==> src/rtl/priority_cd_pkg.sv <==
// Shared constants and width helper for the registered priority encoder.
package priority_cd_pkg;

    localparam int unsigned PRIORITY_CD_IN_WIDTH_DEFAULT = 8;

    // Encoded index width for a given request width, never below one bit.
    function automatic int unsigned priority_cd_out_width(input int unsigned in_width);
        int unsigned w;
        w = $clog2(in_width);
        return (w < 1) ? 1 : w;
    endfunction

endpackage : priority_cd_pkg

==> src/rtl/priority_cd_comb.sv <==
// Combinational priority encoder: highest-index set request wins.
// Optional one-hot grant output under PRIORITY_CD_GRANT_EN.
module priority_cd_comb
    import priority_cd_pkg::*;
#(
    parameter  int unsigned IN_WIDTH  = PRIORITY_CD_IN_WIDTH_DEFAULT,
    localparam int unsigned OUT_WIDTH = priority_cd_out_width(IN_WIDTH)
) (
    input  logic [IN_WIDTH-1:0]  in,
    output logic [OUT_WIDTH-1:0] out_next_c,
    output logic                 valid_next_c
`ifdef PRIORITY_CD_GRANT_EN
    ,
    output logic [IN_WIDTH-1:0]  grant_next_c
`endif
);

    // Ascending scan so the last hit, the highest index, overrides lower ones.
    always_comb begin
        out_next_c   = '0;
        valid_next_c = 1'b0;
`ifdef PRIORITY_CD_GRANT_EN
        grant_next_c = '0;
`endif
        for (int unsigned i = 0; i < IN_WIDTH; i++) begin
            if (in[OUT_WIDTH'(i)]) begin
                out_next_c   = OUT_WIDTH'(i);
                valid_next_c = 1'b1;
`ifdef PRIORITY_CD_GRANT_EN
                grant_next_c                 = '0;
                grant_next_c[OUT_WIDTH'(i)]  = 1'b1;
`endif
            end
        end
    end

endmodule : priority_cd_comb

==> src/rtl/priority_cd_reg.sv <==
// Priority encoder with one-cycle registered out/valid (and grant when
// PRIORITY_CD_GRANT_EN is defined); synchronous active-high reset.
module priority_cd_reg
    import priority_cd_pkg::*;
#(
    parameter  int unsigned IN_WIDTH  = PRIORITY_CD_IN_WIDTH_DEFAULT,
    localparam int unsigned OUT_WIDTH = priority_cd_out_width(IN_WIDTH)
) (
    input  logic                 clk,
    input  logic                 rst,
    input  logic [IN_WIDTH-1:0]  in,
    output logic [OUT_WIDTH-1:0] out,
    output logic                 valid
`ifdef PRIORITY_CD_GRANT_EN
    ,
    output logic [IN_WIDTH-1:0]  grant
`endif
);

    logic [OUT_WIDTH-1:0] out_next_c;
    logic                 valid_next_c;
    logic [OUT_WIDTH-1:0] out_d,   out_q;
    logic                 valid_d, valid_q;
`ifdef PRIORITY_CD_GRANT_EN
    logic [IN_WIDTH-1:0]  grant_next_c;
    logic [IN_WIDTH-1:0]  grant_d, grant_q;
`endif

    priority_cd_comb #(
        .IN_WIDTH     (IN_WIDTH)
    ) u_comb (
        .in           (in),
        .out_next_c   (out_next_c),
        .valid_next_c (valid_next_c)
`ifdef PRIORITY_CD_GRANT_EN
        ,
        .grant_next_c (grant_next_c)
`endif
    );

    always_comb begin
        out_d   = out_next_c;
        valid_d = valid_next_c;
`ifdef PRIORITY_CD_GRANT_EN
        grant_d = grant_next_c;
`endif
    end

    // Reset wins over the incoming result, so an in-flight value is dropped.
    always_ff @(posedge clk) begin
        if (rst) begin
            out_q   <= '0;
            valid_q <= 1'b0;
`ifdef PRIORITY_CD_GRANT_EN
            grant_q <= '0;
`endif
        end else begin
            out_q   <= out_d;
            valid_q <= valid_d;
`ifdef PRIORITY_CD_GRANT_EN
            grant_q <= grant_d;
`endif
        end
    end

    assign out   = out_q;
    assign valid = valid_q;
`ifdef PRIORITY_CD_GRANT_EN
    assign grant = grant_q;
`endif

endmodule : priority_cd_reg

==> config.mk <==
export PLATFORM = sky130hd
export DESIGN_NAME = priority_cd_reg
export DESIGN_NICKNAME = d
export VERILOG_FILES = /design/src/rtl/priority_cd_pkg.sv /design/src/rtl/priority_cd_comb.sv /design/src/rtl/priority_cd_reg.sv
export SDC_FILE = /design/constraint.sdc
export NUM_CORES = 1
export LEC_CHECK = 0
export BUFFER_PORTS_ARGS = -buffer_cell sky130_fd_sc_hd__buf_2
export CAP_MARGIN = 20
export CORE_AREA = 2 2 39 41
export CTS_CLUSTER_DIAMETER = 50
export DETAILED_ROUTE_END_ITERATION = 6
export DIE_AREA = 0 0 41 43
export SLEW_MARGIN = 20
export SYNTH_ARGS = -nofsm -noshare
export SYNTH_HDL_FRONTEND = slang
export SYNTH_SLANG_ARGS = --single-unit
export TNS_END_PERCENT = 1
==> constraint.sdc <==
create_clock -name clk -period 0.8 [get_ports clk]
set_input_delay 0.04 -clock clk [delete_from_list [all_inputs] [get_ports clk]]
set_output_delay 0.04 -clock clk [all_outputs]
set_load 0.05 [all_outputs]
==> metrics.csv <==
metric;value;unit
status;finished, final reports clean;
powerDensity;2120;mW/mm^2
core_area;0.00138;mm^2
grt_setup_unrepaired;no;
die_area;0.00176;mm^2
synthAdderAreaFrac;0;%
drive_gt1_share;59.4;%
hold_path_class;input pin to register;
synthMuxAreaShare;0;%
postCtsHoldBufs;0;
num_vias;170;
ios;14;
seqPwrFrac;36.6;%
grt_pass1_wl;558;um
netlist_instances;16;
path_cells;buf_4;
layout.nets;44;
gr-usage-all-layers;5.22;%
cts_buffer_depth;2;
initial_utilization;11.8;%
peakVddDrop;0.353;mV
die_h;43;um
power_frac_clock;41.3;%
grt_max_degree;6;
synthXorXnorAreaFrac;0;%
fmaxAchievable;1.32;GHz
p_switching;0.000165;W
switching_share;27.8;%
stdcell_area;280;um^2
clock-sinks;4;
synth_seq_area_share;49.2;%
wirelength;372;um
synth_warnings;0;
hold_violations;0;
setup_violations;0;
cp-end-kind;primary output;
p_int;0.000429;W
maxCapViolations;0;
path_clk_slew;40;ps
dp_hpwl;297;um
globalRoute.totalOverflow;0;
fp-row-count;14;
cp_max_fo;1;
avgSynthCellArea;10.2;um^2
cp.required;760;ps
crit_type;register to primary output;
area_delta_synth_final;72.3;%
port_buffers;13;
cts_tree;built;
cp_top_family;flip-flops;
top_usage_layer;met4;
synth_fp_nets;26;
synthesis.area;163;um^2
h-tree-depth;1;
postRouteAntennaNets;0;
synth_top_family_by_area;compound AO/OA/AOI/OAI gates;
relSlewSlack;82.4;%
fin_crit_sh;94.7;%
place.gp.congestion;0.668;
period_minus_slack;758;ps
synth_top_area_cell;dfxtp_1;
antenna_found_initial;0;
cts-root-buf;clkbuf_4;
worst_pin_slew;261;ps
yosysTopAreaCellShare;49.2;%
crit_arrival;720;ps
met2_usage;5.94;%
critPathSlowestCell;dfxtp_1;
placed_area;248;um^2
viasPerCell;3.54;
hold_path_depth;2;
cp.depth;1;
drcViolationCount;0;
chipWidth;41;um
ys_types;11;
max_stage_delay;300;ps
fin_setup_tns;0;ps
diodes;0;
worst_setup_path_start_kind;register;
drtPass1Iterations;1;
synth_compound_area_share;30.8;%
wl_per_cell;7.75;um
p_leak;0.131;nW
synth_simple_gate_area_share;17.7;%
pwr-share-comb;22.1;%
worst-path-buf-inv;1;
detail_route.iter0.violations;0;
use_met1;5.79;%
gr-usage-met3;0;%
finalMaxSlewViolations;0;
numCtsBuffers;3;
synth-seq-cells;4;
grt_pass1_vias;165;
yosys-top-cells-area;dfxtp_1 49%, o41ai_2 10%, a21oi_1 9.2%, nor4_2 7.7%, o21bai_1 4.6%;
final cells by class:
class                   instances  area (um^2)
repair buffers                 13         75.1
flip-flops and latches          4         80.1
fillers                       155         1100
clock buffers                   3         22.5
inverters                       1         3.75
well taps                      16         20.0
multi-input cells              11         78.8
logic make-up (layout without fill, tap and decap cells):
kind of cell,after synthesis,count (layout)
flops,4,4
buf+inv,1,17
compound gates,7,7
simple gates,4,4
stage by stage:
stage | cells | hold WS [ps] | utilization [%] | setup slack [ps] | total power, W
final | 48 | 39.6 | 20.3 | 42.2 | 0.000594
after global routing | 48 | 43.0 | 20.3 | 9.77 | 0.000630
after floorplan | 16 | 109 | - | 173 | 0.000293
after global placement | 45 | 275 | 17.9 | 150 | 0.000342
after CTS | 48 | 24.9 | 20.3 | 28.0 | 0.000611
after detailed placement | 45 | 276 | 17.9 | 148 | 0.000343
Yosys cell counts:
cell      number
o41ai_2        1
a31oi_1        1
nor2_2         1
o21bai_1       1
nor2b_1        1
o21ai_1        1
a21oi_1        3
inv_1          1
nor4_2         1
dfxtp_1        4
nor2_1         1
path summary, 6_finish.rpt:
kind	slack, ps	end	start
max	40	out[1]	out[1]
min	40	out[1]	rst
timing repair:
action	in CTS	in global routing
setup endpoints to repair	4	0
buffers inserted	0	0
gates resized for setup	4	0
layer usage:
metal	part of all wire (%)	vias to the layer above
met4	5.1	0
met1	46	63
met2	34	14
li1	-	91
met5	0	-
met3	14	2
cell usage in the layout, fill, tap and decap left out:
master	instances
o41ai_2	1
clkbuf_4	3
nor2b_1	1
nor2_2	1
o21ai_1	1
buf_2	9
dfxtp_1	4
nor2_1	1
a31oi_1	1
inv_1	1
nor4_2	1
o21bai_1	1
buf_4	4
a21oi_1	3
registers in the layout, indices dropped and copies added (netlist names):
register and count:
out 3, valid 1
power by group through the flow:
stage,registers (W),clock network [W],logic (W)
after floorplan,0.000270,0,0.0000235
after global placement,0.000220,0,0.000122
after detailed placement,0.000220,0,0.000123
after CTS,0.000217,0.000262,0.000132
after global routing,0.000218,0.000272,0.000141
final,0.000217,0.000245,0.000131
Power figures use the tool's default switching activity.
